`src/rtl/vcve2_vec_elem_seq.sv`:
```
// Vector element sequencer: steps one 32-bit VRF word at a time through the EX block
// (read vs1/vs2/vs3, hold operands until ex_valid, write vd with tail byte masking).
module vcve2_vec_elem_seq #(
  parameter int VLEN = 128,
  localparam int WPR = VLEN / 32,
  localparam int VLW = $clog2(VLEN / 8) + 1,
  localparam int AW  = $clog2(32 * WPR)
) (
  input  logic          clk_i,
  input  logic          rst_ni,
  input  logic          instr_valid_i,
  output logic          instr_ready_o,
  input  logic [VLW-1:0] vl_i,
  input  logic [2:0]    vsew_i,
  input  logic [4:0]    vs1_i,
  input  logic [4:0]    vs2_i,
  input  logic [4:0]    vs3_i,
  input  logic [4:0]    vd_i,
  input  logic          scalar_sel_i,
  input  logic [31:0]   scalar_i,
  input  logic          flush_i,
  output logic          vrf_re_o,
  output logic [AW-1:0] vrf_raddr_a_o,
  output logic [AW-1:0] vrf_raddr_b_o,
  output logic [AW-1:0] vrf_raddr_c_o,
  input  logic [31:0]   vrf_rdata_a_i,
  input  logic [31:0]   vrf_rdata_b_i,
  input  logic [31:0]   vrf_rdata_c_i,
  output logic [31:0]   ex_operand_a_o,
  output logic [31:0]   ex_operand_b_o,
  output logic [31:0]   ex_operand_c_o,
  output logic          ex_first_cycle_o,
  input  logic          ex_valid_i,
  input  logic [31:0]   ex_result_i,
  output logic          vrf_we_o,
  output logic [AW-1:0] vrf_waddr_o,
  output logic [31:0]   vrf_wdata_o,
  output logic [3:0]    vrf_wbe_o,
  output logic          done_o,
  output logic          err_o
);

  localparam int NBW = VLW + 2;
  localparam int WIW = (WPR > 1) ? $clog2(WPR) : 1;

  localparam logic [2:0] VSEW_8  = 3'b000;
  localparam logic [2:0] VSEW_16 = 3'b001;
  localparam logic [2:0] VSEW_32 = 3'b010;

  typedef enum logic [2:0] {
    S_IDLE,
    S_READ,
    S_EXEC,
    S_WB,
    S_FIN
  } state_e;

  state_e           r_state;
  state_e           w_next;

  logic [4:0]       r_vs1, r_vs2, r_vs3, r_vd;
  logic [NBW-1:0]   r_nbytes;
  logic             r_scalar_sel;
  logic [31:0]      r_scalar_rep;
  logic             r_illegal;
  logic [WIW-1:0]   r_widx;
  logic             r_first;
  logic [31:0]      r_op_a, r_op_b, r_op_c;
  logic [31:0]      r_result;

  logic             w_accept;
  logic             w_legal;
  logic [1:0]       w_shift;
  logic [NBW-1:0]   w_nbytes;
  logic [NBW-1:0]   w_nwords;
  logic             w_last;
  logic [31:0]      w_src_a;

  function automatic logic [31:0] replicate_scalar(input logic [2:0] sew, input logic [31:0] s);
    case (sew)
      VSEW_8:  replicate_scalar = {4{s[7:0]}};
      VSEW_16: replicate_scalar = {2{s[15:0]}};
      default: replicate_scalar = s;
    endcase
  endfunction

  // Only the final word of an op can be partial; rem==0 means it is full.
  function automatic logic [3:0] tail_be(input logic [1:0] rem);
    case (rem)
      2'd1:    tail_be = 4'b0001;
      2'd2:    tail_be = 4'b0011;
      2'd3:    tail_be = 4'b0111;
      default: tail_be = 4'b1111;
    endcase
  endfunction

  always_comb begin
    w_legal = 1'b1;
    w_shift = 2'd0;
    case (vsew_i)
      VSEW_8:  w_shift = 2'd0;
      VSEW_16: w_shift = 2'd1;
      VSEW_32: w_shift = 2'd2;
      default: w_legal = 1'b0;
    endcase
  end

  assign w_nbytes = NBW'(vl_i) << w_shift;
  assign w_nwords = (r_nbytes + NBW'(3)) >> 2;
  assign w_last   = (NBW'(r_widx) + NBW'(1)) >= w_nwords;
  assign w_src_a  = r_scalar_sel ? r_scalar_rep : vrf_rdata_a_i;

  always_ff @(posedge clk_i or negedge rst_ni) begin
    if (!rst_ni) begin
      r_state <= S_IDLE;
    end else begin
      r_state <= w_next;
    end
  end

  always_comb begin
    w_next           = r_state;
    w_accept         = 1'b0;
    instr_ready_o    = (r_state == S_IDLE);
    vrf_re_o         = 1'b0;
    vrf_we_o         = 1'b0;
    done_o           = 1'b0;
    err_o            = 1'b0;
    ex_first_cycle_o = 1'b0;
    case (r_state)
      S_IDLE: begin
        if (instr_valid_i) begin
          w_accept = !flush_i;
          w_next   = (vl_i != '0 && w_legal) ? S_READ : S_FIN;
        end
      end
      S_READ: begin
        vrf_re_o = 1'b1;
        w_next   = S_EXEC;
      end
      S_EXEC: begin
        ex_first_cycle_o = r_first;
        if (ex_valid_i) w_next = S_WB;
      end
      S_WB: begin
        vrf_we_o = !flush_i;
        w_next   = w_last ? S_FIN : S_READ;
      end
      S_FIN: begin
        done_o = !flush_i;
        err_o  = !flush_i && r_illegal;
        w_next = S_IDLE;
      end
      default: w_next = S_IDLE;
    endcase
    // A kill wins over every transition, including the write in WB.
    if (flush_i) w_next = S_IDLE;
  end

  always_ff @(posedge clk_i or negedge rst_ni) begin
    if (!rst_ni) begin
      r_vs1        <= '0;
      r_vs2        <= '0;
      r_vs3        <= '0;
      r_vd         <= '0;
      r_nbytes     <= '0;
      r_scalar_sel <= 1'b0;
      r_scalar_rep <= '0;
      r_illegal    <= 1'b0;
      r_widx       <= '0;
      r_first      <= 1'b0;
      r_op_a       <= '0;
      r_op_b       <= '0;
      r_op_c       <= '0;
      r_result     <= '0;
    end else begin
      if (w_accept) begin
        r_vs1        <= vs1_i;
        r_vs2        <= vs2_i;
        r_vs3        <= vs3_i;
        r_vd         <= vd_i;
        r_nbytes     <= w_nbytes;
        r_scalar_sel <= scalar_sel_i;
        r_scalar_rep <= replicate_scalar(vsew_i, scalar_i);
        r_illegal    <= !w_legal;
        r_widx       <= '0;
      end
      case (r_state)
        S_READ: r_first <= 1'b1;
        S_EXEC: begin
          // Read data is only guaranteed on the first EXEC cycle, so hold a copy.
          if (r_first) begin
            r_op_a  <= w_src_a;
            r_op_b  <= vrf_rdata_b_i;
            r_op_c  <= vrf_rdata_c_i;
            r_first <= 1'b0;
          end
          if (ex_valid_i) r_result <= ex_result_i;
        end
        S_WB: if (!flush_i && !w_last) r_widx <= r_widx + 1'b1;
        default: ;
      endcase
    end
  end

  assign ex_operand_a_o = (r_state == S_EXEC && r_first) ? w_src_a       : r_op_a;
  assign ex_operand_b_o = (r_state == S_EXEC && r_first) ? vrf_rdata_b_i : r_op_b;
  assign ex_operand_c_o = (r_state == S_EXEC && r_first) ? vrf_rdata_c_i : r_op_c;

  assign vrf_raddr_a_o = AW'(r_vs1) * AW'(WPR) + AW'(r_widx);
  assign vrf_raddr_b_o = AW'(r_vs2) * AW'(WPR) + AW'(r_widx);
  assign vrf_raddr_c_o = AW'(r_vs3) * AW'(WPR) + AW'(r_widx);
  assign vrf_waddr_o   = AW'(r_vd)  * AW'(WPR) + AW'(r_widx);
  assign vrf_wdata_o   = r_result;
  assign vrf_wbe_o     = w_last ? tail_be(r_nbytes[1:0]) : 4'hF;

endmodule

```
`config.mk`:
```
export PLATFORM = sky130hd
export DESIGN_NAME = vcve2_vec_elem_seq
export DESIGN_NICKNAME = d
export VERILOG_FILES = /design/src/rtl/vcve2_vec_elem_seq.sv
export SDC_FILE = /design/constraint.sdc
export NUM_CORES = 1
export LEC_CHECK = 0
export ABC_CLOCK_PERIOD_IN_PS = 5150
export CORE_MARGIN = 3
export CORE_UTILIZATION = 47
export CTS_BUF_LIST = sky130_fd_sc_hd__clkbuf_4 sky130_fd_sc_hd__clkbuf_8
export CTS_CLUSTER_DIAMETER = 50
export CTS_CLUSTER_SIZE = 10
export DETAILED_ROUTE_END_ITERATION = 7
export GPL_TIMING_DRIVEN = 0
export PLACE_DENSITY_LB_ADDON = 0.12
export SKIP_CTS_REPAIR_TIMING = 1
export SKIP_LAST_GASP = 1
export SYNTH_ARGS = -nofsm -noshare
export SYNTH_HDL_FRONTEND = slang
export SYNTH_SLANG_ARGS = --single-unit
```
`constraint.sdc`:
```
create_clock -name clk_i -period 5.15 [get_ports clk_i]
set_clock_uncertainty 0.1 [all_clocks]
set_input_delay 0.515 -clock clk_i [delete_from_list [all_inputs] [get_ports clk_i]]
set_output_delay 0.515 -clock clk_i [all_outputs]
set_load 0.01 [all_outputs]
```
==> flow_summary.toml, run 1 <==
[route]
wirelength_um = 24480
drt-pass1-iter-count = 4
wl_per_cell_um = 19.39
drt_first_iter_violations = 234
avgViaCountPerCell = 5.108
drt_drc_violations_left = 0
final_antenna_net_count = 0
vias = 6452

[setup_path]
critical_path.startpoint_type = "flip-flop"
timing.critical_path.arrival_ns = 2.89
critical_path.n_buffers_inverters = 2
critical_path_required_ns = 4.53
critical_path_cell_count = 10
critical-path-top-delay-family = "buffers and inverters"
ff2ff_setup_slack_ns = 2.90
largest_fanout_on_the_critical_path = 6
worstSetupPathType = "flip-flop to output port"
critPathLaunch = "r_nbytes[0]$_DFFE_PN0P_"
endpoint_kind = "output port"
number_of_cells_traversed_by_the_worst_register_to_register_path = 9
critical_path.reg2reg.endpoint = "r_state[2]$_DFFE_PN0P_"
critPathSlowestCell = "clkdlybuf4s50_1"
cp_cell_sequence = "inv_1 > ha_1 > nor2_1 > xnor2_1 > ha_1 > a21oi_1 > o21a_1 > a21oi_2 > nand2b_1 > clkdlybuf4s50_1"
critPathMaxStageDelay_ns = 0.53
crit_path_frequent_cell = "ha_1"
timing.critical_path.to = "vrf_wbe_o[3]"
r2r_start = "r_nbytes[0]$_DFFE_PN0P_"

[power_and_ir_drop]
p_clk_share_pct = 14.4
total_power_w = 0.006352
cellLeakagePower_nw = 5.419
p_sw_share_pct = 32.52
cellInternalPower_w = 0.004286
max-vdd-ir-drop_v = 0.0003107
net-switching-power_w = 0.002066
power.combinational.fraction_pct = 47.4
pwr-share-seq_pct = 38.2
power.density_cell_area_nw_per_um2 = 501.7

[sta]
final.min_clock_period_ns = 3.506
final_max_tran_viols = 0
unrepaired_setup_endpoints_after_global_routing = "no"
maxClockFrequency_mhz = 285.3
hold_viol = 0
worst-slew-pin-transition_ns = 0.7460
fin_setup_tns_ns = 0
total_of_endpoints_with_negative_setup_slack_in_the_final_report = 0
fin_crit_sh_pct = 68.07
slew_headroom_pct = 50.27

[floorplanning]
initial_core_util_pct = 48.29
die_y_um = 139.8
ioPinCount = 360
dieWidth_um = 139.8
die_area_um2 = 19540
floorplan.rows = 48
core_region_area_um2 = 17420

[global_route]
grt_pass1_vias = 6782
grt_max_degree = 111
grt_pass1_wl_um = 38320
leftover_overflow_at_the_end_of_global_routing = 0
antenna_found_initial = 1
grt_use_total_pct = 25.19

[clock_network]
cts_sinks = 195
cts_buffers = 17
clk-insertion-delay-late_ns = 0.46
htree_levels = 4
cts_max_path_buffers = 2
cts-root-buf = "clkbuf_8"
worst_setup_hold_path_clk_slew_ns = 0.09
tritoncts_clock_tree = "done"

[synth]
synthesis.area_per_instance_um2 = 12.98
synth_top_area_cell = "dfrtp_1"
postSynthNetCount = 848
syn-instance-count = 648
synth_edf_count = 0
synth_top_cells_by_area = "dfrtp_1 (58%), mux2_2 (11%), mux2i_1 (7.3%)"
synth-seq-area-share_pct = 58.02
synth.ff_latch_count = 195
synth.yosys.warnings = 0
yosysTopAreaCellShare_pct = 58.02
synth.cell_area_um2 = 8411
synth_ff_type = "dfrtp_1"
netlist-cell-type-count = 45
synth_async_sr_flop_share_pct = 100.0

[status]
status = "complete, no violations"

[placed_design]
detailedPlacementHpwl_um = 19000
post_dp_cell_area_um2 = 12290
gp_congestion = 0.8408
port_buffers = 356

[flow_run]
max-cap-violations = 0

[finish]
share_of_final_layout_standard_cells_stronger_than_drive_strength_1_pct = 15.91
nets = 1225
design_area_um2 = 12660
utilization_pct = 72.69
syn_to_final_growth_pct = 50.54
fillers = 1278

[worst_hold_path]
worstHoldPathType = "flip-flop to flip-flop"
-- cells by family after synthesis --
group	count (synthesis)	synth area share (%)
AO/OA/AOI/OAI	90	5.936
XOR/XNOR	5	0.5208
adder cells (fa/ha/maj)	6	0.8926
buffers and inverters	50	3.734
flip-flops	195	58.02
multiplexers	189	24.40
other	1	0.04459
AND/OR/NAND/NOR	112	6.457
-- power by group through the flow --
| stage | Sequential, W | Clock (W) | Combinational, W |
|---|---|---|---|
| finish | 0.00242 | 0.000917 | 0.00301 |
| global route | 0.00250 | 0.00101 | 0.00324 |
| CTS | 0.00243 | 0.000946 | 0.00306 |
| detailed placement | 0.00246 | 0 | 0.00304 |
| global placement | 0.00244 | 0 | 0.00299 |
| floorplan | 0.00248 | 0 | 0.00125 |
-- state kept, by name, indices dropped and copies added, names as in the netlist --
signal and count:
r_illegal 1, r_scalar_rep 32, r_first 1, r_nbytes 7, vrf_wdata_o 32, r_vs3 5
r_op_b 32, r_vs2 5, r_scalar_sel 1, r_state 3, r_op_a 32, r_op_c 32
r_vs1 5, r_vd 5, r_widx 2
-- worst min path at each step --
stage | depth (start not counted) | startpoint | end
floorplan | 0 | rst_ni | r_first$_DFFE_PN0N_
global placement | 1 | r_op_c[11]$_DFFE_PN0P_ | r_op_c[11]$_DFFE_PN0P_
detailed placement | 1 | r_op_c[17]$_DFFE_PN0P_ | r_op_c[17]$_DFFE_PN0P_
CTS | 1 | rst_ni | r_op_c[4]$_DFFE_PN0P_
global route | 2 | r_scalar_rep[17]$_DFFE_PN0P_ | r_scalar_rep[17]$_DFFE_PN0P_
finish | 1 | r_op_c[18]$_DFFE_PN0P_ | r_op_c[18]$_DFFE_PN0P_
-- per-stage QoR --
stage                     hold slack (ns)  worst slack (ns)  cells
final                              0.3876             1.644   1263
after global routing               0.4119             1.408   1263
after CTS                        -0.05393             1.592   1261
after detailed placement           0.3690             2.120   1230
after global placement             0.3638            -4.885   1229
after floorplan                    0.1194             2.842    648
-- cell usage after synthesis, drive strengths merged (2+ instances only) --
| cell | instances |
|---|---|
| o21ai | 40 |
| xnor2 | 3 |
| dfrtp | 195 |
| o31ai | 2 |
| and2 | 4 |
| nand3 | 5 |
| o2111ai | 2 |
| a22oi | 2 |
| a22o | 2 |
| clkbuf | 3 |
| inv | 4 |
| ha | 6 |
| mux2i | 61 |
| nor3 | 6 |
| nor4b | 4 |
| a21oi | 36 |
| xor2 | 2 |
| nor2 | 41 |
| mux2 | 128 |
| buf | 43 |
| nand2 | 45 |
-- final cells by class --
cell class	instances	area, µm²	share of cell area (%)
multi-input cells	403	3217	25.41
repair buffers	358	3606	28.48
clock inverters	10	77.57	0.6127
inverters	4	15.01	0.1186
flip-flops and latches	195	4880	38.54
plain buffers	46	299.0	2.362
clock buffers	21	282.8	2.233
diodes	1	2.502	0.01976
well taps	225	281.5	2.224
-- routing by layer --
layer	up-vias	wire, µm	track usage, %
met2	261	12240	41.55
li1	3006	-	-
met1	3141	9616	31.12
met4	0	755	9.587
met5	-	0	0
met3	44	1875	7.938
-- cells in the final DEF, fill, tap and decap left out, drive strengths merged, types with 2 or more instances in the layout --
master,count
a21oi,36
a22o,2
a22oi,2
and2,4
buf,45
clkbuf,24
clkdlybuf4s50,355
clkinv,4
clkinvlp,5
dfrtp,195
ha,6
inv,5
mux2,128
mux2i,61
nand2,45
nand3,5
nor2,41
nor3,6
nor4b,4
o2111ai,2
o21ai,40
o31ai,2
xnor2,3
xor2,2
Note: power is estimated with default switching activity, not from simulation.
==> inputs of run 2 (changes only) <==
Settings changed: ABC_CLOCK_PERIOD_IN_PS 5150 to 2810, CORE_UTILIZATION 47 to 40.
Clock period 5.15 ns to 2.81 ns, I/O delays scaled along.
==> run 2 against run 1 <==
  * The flow now finishes with violations (negative setup slack)
  * Sequential share of layout area decreased by 1.2 points
  * Core utilization shrank 8.7 points
  * Clock power grew 94%
  * Combinational power up 79%
  * Setup slack got worse by 1.7 ns
  * Total power is 82% higher
  * Critical endpoint is now ex_operand_b_o[12]
  * Highest routed layer is now met5
==> flow_summary.toml, run 2 (same netlist as run 1, synthesis figures left out) <==
[setup_path]
critPathMaxStageDelay_ns = 0.50
critical_path.startpoint_type = "flip-flop"
critical_path.n_buffers_inverters = 5
cp_cell_sequence = "buf_6 > inv_2 > nor4b_4 > buf_6 > buf_6 > mux2_2 > clkdlybuf4s50_1"
critPathSlowestCell = "clkdlybuf4s50_1"
largest_fanout_on_the_critical_path = 10
critical-path-top-delay-family = "buffers and inverters"
critical_path_required_ns = 2.43
worstSetupPathType = "flip-flop to output port"
timing.critical_path.arrival_ns = 2.48
endpoint_kind = "output port"
crit_path_frequent_cell = "buf_6"

[sta]
fin_crit_sh_pct = 101.9
fin_setup_tns_ns = -0.1416
hold_viol = 0
post-route-worst-setup-slack_ns = -0.05387
fin_hold_ws_ns = 0.1777
final.min_clock_period_ns = 2.864
final_max_tran_viols = 0
unrepaired_setup_endpoints_after_global_routing = "yes"
worst-slew-pin-transition_ns = 0.7719
maxClockFrequency_mhz = 349.2
total_of_endpoints_with_negative_setup_slack_in_the_final_report = 3
slew_headroom_pct = 48.54

[clock_network]
tritoncts_clock_tree = "done"
cts_buffers = 17
cts_sinks = 195
cts-root-buf = "clkbuf_8"
worst_setup_hold_path_clk_slew_ns = 0.11
cts_max_path_buffers = 2
clk-insertion-delay-late_ns = 0.46
htree_levels = 4

[finish]
share_of_final_layout_standard_cells_stronger_than_drive_strength_1_pct = 18.77
syn_to_final_growth_pct = 55.39
finalNonFillerCells = 1315
final_cell_mix = "clkdlybuf4s50_1 (258), dfrtp_1 (194), dlymetal6s2s_1 (88)"
most_common_library_cell_in_the_layout_ignoring_fill_and_taps = "clkdlybuf4s50_1"
nets = 1231
design_area_um2 = 13070

[global_route]
leftover_overflow_at_the_end_of_global_routing = 0
grt_max_degree = 103
antenna_found_initial = 3
grt_pass1_wl_um = 36960
grt_use_total_pct = 21.26
grt_pass1_vias = 6567

[route]
final_antenna_net_count = 0
drt-pass1-iter-count = 5
wl_per_cell_um = 19.21
drt_first_iter_violations = 259
vias = 6439
drt_drc_violations_left = 0
wirelength_um = 25260
avgViaCountPerCell = 4.897

[floorplanning]
die_y_um = 151.0
floorplan.rows = 52
ioPinCount = 360
die_area_um2 = 22800
initial_core_util_pct = 41.17
dieWidth_um = 151.0
core_region_area_um2 = 20430

[power_and_ir_drop]
cellLeakagePower_nw = 6.333
net-switching-power_w = 0.003875
p_sw_share_pct = 33.44
pwr-share-seq_pct = 38.2
cellInternalPower_w = 0.007712
total_power_w = 0.01159
max-vdd-ir-drop_v = 0.0004357
power.combinational.fraction_pct = 46.4
power.density_cell_area_nw_per_um2 = 886.6
p_clk_share_pct = 15.3

[placed_design]
detailedPlacementHpwl_um = 19120
port_buffers = 356
post_dp_cell_area_um2 = 12340
dp.cells = 1275
gp_congestion = 0.7971

[flow_run]
max-cap-violations = 0

[status]
violations = "negative setup slack"
status = "finished with violations"

[worst_hold_path]
worstHoldPathType = "primary input to flip-flop"
run 2: per-layer routing:
metal | track usage, % | vias to the layer above | wire (µm)
li1 | - | 3025 | -
met1 | 26.59 | 3154 | 10460
met4 | 6.210 | 4 | 384
met2 | 35.81 | 234 | 12420
met5 | 0 | - | 27
met3 | 6.284 | 22 | 1977
run 2: final timing paths:
kind / startpoint / to / slack [ns] / cells after the start
min in group asynchronous: rst_ni / r_op_c[30]$_DFFE_PN0P_ / 0.32 / 2
worst max-delay path: r_state[1]$_DFFE_PN0P_ / ex_operand_b_o[12] / -0.05 / 7
worst min register to register: r_op_c[15]$_DFFE_PN0P_ / r_op_c[15]$_DFFE_PN0P_ / 0.39 / 1
worst min-delay path: vsew_i[1] / r_nbytes[6]$_DFFE_PN0P_ / 0.18 / 3
max in group asynchronous: rst_ni / vrf_wdata_o[11]$_DFFE_PN0P_ / 1.31 / 3
worst max register to register: r_nbytes[1]$_DFFE_PN0P_ / r_state[2]$_DFFE_PN0P_ / 0.68 / 10
run 2: through the flow:
step                      utilization (%)  worst slack (ns)
after global placement              60.26            -7.157
after detailed placement            60.42          0.007937
after floorplan                         -            0.7359
after CTS                           62.27           -0.5385
final                               63.97          -0.05387
after global routing                63.97           -0.1791
run 2: power groups by stage:
stage | logic (W) | registers [W] | clock network (W)
global route | 0.00580 | 0.00457 | 0.00196
finish | 0.00538 | 0.00443 | 0.00178
detailed placement | 0.00555 | 0.00450 | 0
global placement | 0.00549 | 0.00447 | 0
floorplan | 0.00229 | 0.00455 | 0
CTS | 0.00558 | 0.00444 | 0.00184
run 2: worst register-to-register path, delay by kind of cell (launching register included):
kind                       cells  cell delay, ns
AOI/OAI and AO/OA              4            0.61
adders and majority gates      2            0.45
DFF                            1            0.41
buffers and inverters          2            0.22
xor gates and xnor gates       1            0.13
and+or+nand+nor                1            0.11
run 2: area by class of cell:
cell class / instances / area (µm²)
clock inverter: 12 / 108.9
clock buffer: 20 / 269.0
sequential: 195 / 4881
inverter: 4 / 15.01
multi-input combinational: 403 / 3262
fill: 1673 / 7361
timing repair buffer: 366 / 3856
antenna: 1 / 2.502
buffer: 44 / 336.6
tap: 270 / 337.8
==> inputs of run 3 (changes only) <==
Settings changed: PLACE_DENSITY set to 0.81, PLACE_DENSITY_LB_ADDON 0.12 to not set.
==> run 3 against run 2 <==
  * The flow now finishes without violations
  * Setup slack better by 0.14 ns
  * Design area about the same
  * Count of clock-buffer cells in the layout down 1
  * Sequential share of layout area about the same
  * Global-route usage up 0.65 points
  * First-iteration DRC count down 8.9%
  * Cell count up 0.15%
  * Critical endpoint is now ex_operand_a_o[6]
==> flow_summary.toml, run 3 (same netlist as run 1, synthesis figures left out) <==
[power_and_ir_drop]
power.density_cell_area_nw_per_um2 = 894.4
max-vdd-ir-drop_v = 0.0005907
power.combinational.fraction_pct = 46.2
p_clk_share_pct = 15.6
pwr-share-seq_pct = 38.2
cellLeakagePower_nw = 6.365
p_sw_share_pct = 33.71
net-switching-power_w = 0.003938
cellInternalPower_w = 0.007744

[floorplanning]
initial_core_util_pct = 41.17
die_area_um2 = 22800
die_y_um = 151.0
ioPinCount = 360
dieWidth_um = 151.0
core_region_area_um2 = 20430
floorplan.rows = 52

[route]
wl_per_cell_um = 19.46
drt_drc_violations_left = 0
drt-pass1-iter-count = 4
drt_first_iter_violations = 236
wirelength_um = 25630
vias = 6591
avgViaCountPerCell = 5.005
final_antenna_net_count = 0

[clock_network]
htree_levels = 4
cts_buffers = 17
worst_setup_hold_path_clk_slew_ns = 0.11
clk-insertion-delay-late_ns = 0.45
cts_sinks = 195
cts_max_path_buffers = 2
cts-root-buf = "clkbuf_8"
tritoncts_clock_tree = "done"

[placed_design]
port_buffers = 356
post_dp_cell_area_um2 = 12340
gp_congestion = 0.8135
detailedPlacementHpwl_um = 19680

[flow_run]
max-cap-violations = 0

[global_route]
leftover_overflow_at_the_end_of_global_routing = 0
grt_pass1_vias = 6916
grt_max_degree = 110
grt_use_total_pct = 21.91
grt_pass1_wl_um = 38300
antenna_found_initial = 2

[setup_path]
critPathMaxStageDelay_ns = 0.36
critical_path_required_ns = 2.43
critPathSlowestCell = "dfrtp_1"
cp_cell_sequence = "buf_6 > inv_2 > nor4b_4 > buf_4 > buf_6 > clkbuf_4 > nor2_1 > a21oi_1 > dlymetal6s2s_1"
critical_path.startpoint_type = "flip-flop"
critical-path-top-delay-family = "buffers and inverters"
worstSetupPathType = "flip-flop to output port"
ff2ff_setup_slack_ns = 0.67
crit_path_frequent_cell = "buf_6"
critical_path.n_buffers_inverters = 6
timing.critical_path.arrival_ns = 2.34
largest_fanout_on_the_critical_path = 10
endpoint_kind = "output port"

[finish]
nets = 1233
final_cell_mix = "clkdlybuf4s50_1 (255), dfrtp_1 (195), mux2_2 (88)"
syn_to_final_growth_pct = 55.30
design_area_um2 = 13060
share_of_final_layout_standard_cells_stronger_than_drive_strength_1_pct = 19.12
most_common_library_cell_in_the_layout_ignoring_fill_and_taps = "clkdlybuf4s50_1"

[sta]
maxClockFrequency_mhz = 367.0
slew_headroom_pct = 51.79
unrepaired_setup_endpoints_after_global_routing = "yes"
hold_viol = 0
final_max_tran_viols = 0
fin_hold_ws_ns = 0.1829
fin_crit_sh_pct = 96.97
final.min_clock_period_ns = 2.725
worst-slew-pin-transition_ns = 0.7231
total_of_endpoints_with_negative_setup_slack_in_the_final_report = 0

[status]
status = "complete, no violations"

[worst_hold_path]
worstHoldPathType = "primary input to flip-flop"
run 3: cell count changes in the layout (fill, tap and decap cells not counted), sizes merged:
cell / change
inv: -3
clkdlybuf4s50: -3
clkinvlp: +1
bufinv: +1
dlymetal6s2s: -1
clkbuf: +6
clkinv: +2
buf: -1
run 3: cell type report:
class | instances | area (µm²)
Fill cell | 1598 | 7368
Sequential cell | 195 | 4880
Timing Repair Buffer | 366 | 3822
Multi-Input combinational cell | 403 | 3254
Buffer | 46 | 355.3
Tap cell | 270 | 337.8
Clock buffer | 19 | 249.0
Clock inverter | 13 | 145.1
Inverter | 4 | 15.01
Antenna cell | 1 | 2.502
run 3: tightest hold or removal path, delay by kind of cell:
family                 cells  cell delay, ns
AOI/OAI and AO/OA          2            0.23
buffers and inverters      1            0.18
run 3: through the flow:
step                      std cells  util (%)  power [W]  TNS [ns]  setup slack [ns]
after floorplan                 648         -   0.006843         0            0.7359
final                          1317     63.93    0.01168         0           0.08523
after global placement         1274     60.26   0.009965  -1370.67            -7.043
after CTS                      1307     62.35    0.01198    -39.50           -0.6367
after global routing           1317     63.93    0.01241   -0.2870           -0.1173
after detailed placement       1275     60.42    0.01012   -0.2988           -0.1041
run 3: path summary, 6_finish.rpt:
check | endpoint | cells past startpoint | from
setup / recovery | ex_operand_a_o[6] | 9 | r_state[1]$_DFFE_PN0P_
hold / removal | r_illegal$_DFFE_PN0P_ | 3 | vsew_i[2]
setup reg to reg | r_state[2]$_DFFE_PN0P_ | 10 | r_nbytes[1]$_DFFE_PN0P_
hold reg to reg | r_op_b[27]$_DFFE_PN0P_ | 1 | r_op_b[27]$_DFFE_PN0P_
max in group asynchronous | vrf_wdata_o[7]$_DFFE_PN0P_ | 3 | rst_ni
min in group asynchronous | r_op_a[16]$_DFFE_PN0P_ | 2 | rst_ni
run 3: power groups by stage:
stage               registers [W]  logic, W  clock network, W
floorplan                 0.00455   0.00229                 0
global placement          0.00448   0.00548                 0
detailed placement        0.00453   0.00559                 0
CTS                       0.00447   0.00562           0.00188
global route              0.00460   0.00581           0.00201
finish                    0.00447   0.00539           0.00182
run 3: metal layers:
metal | vias up | global-route usage, % | share of wire, %
li1 | 3034 | - | -
met3 | 40 | 7.660 | 9.1
met5 | - | 0 | 0.051
met2 | 257 | 37.29 | 50
met1 | 3258 | 25.96 | 38
met4 | 2 | 7.208 | 2.5
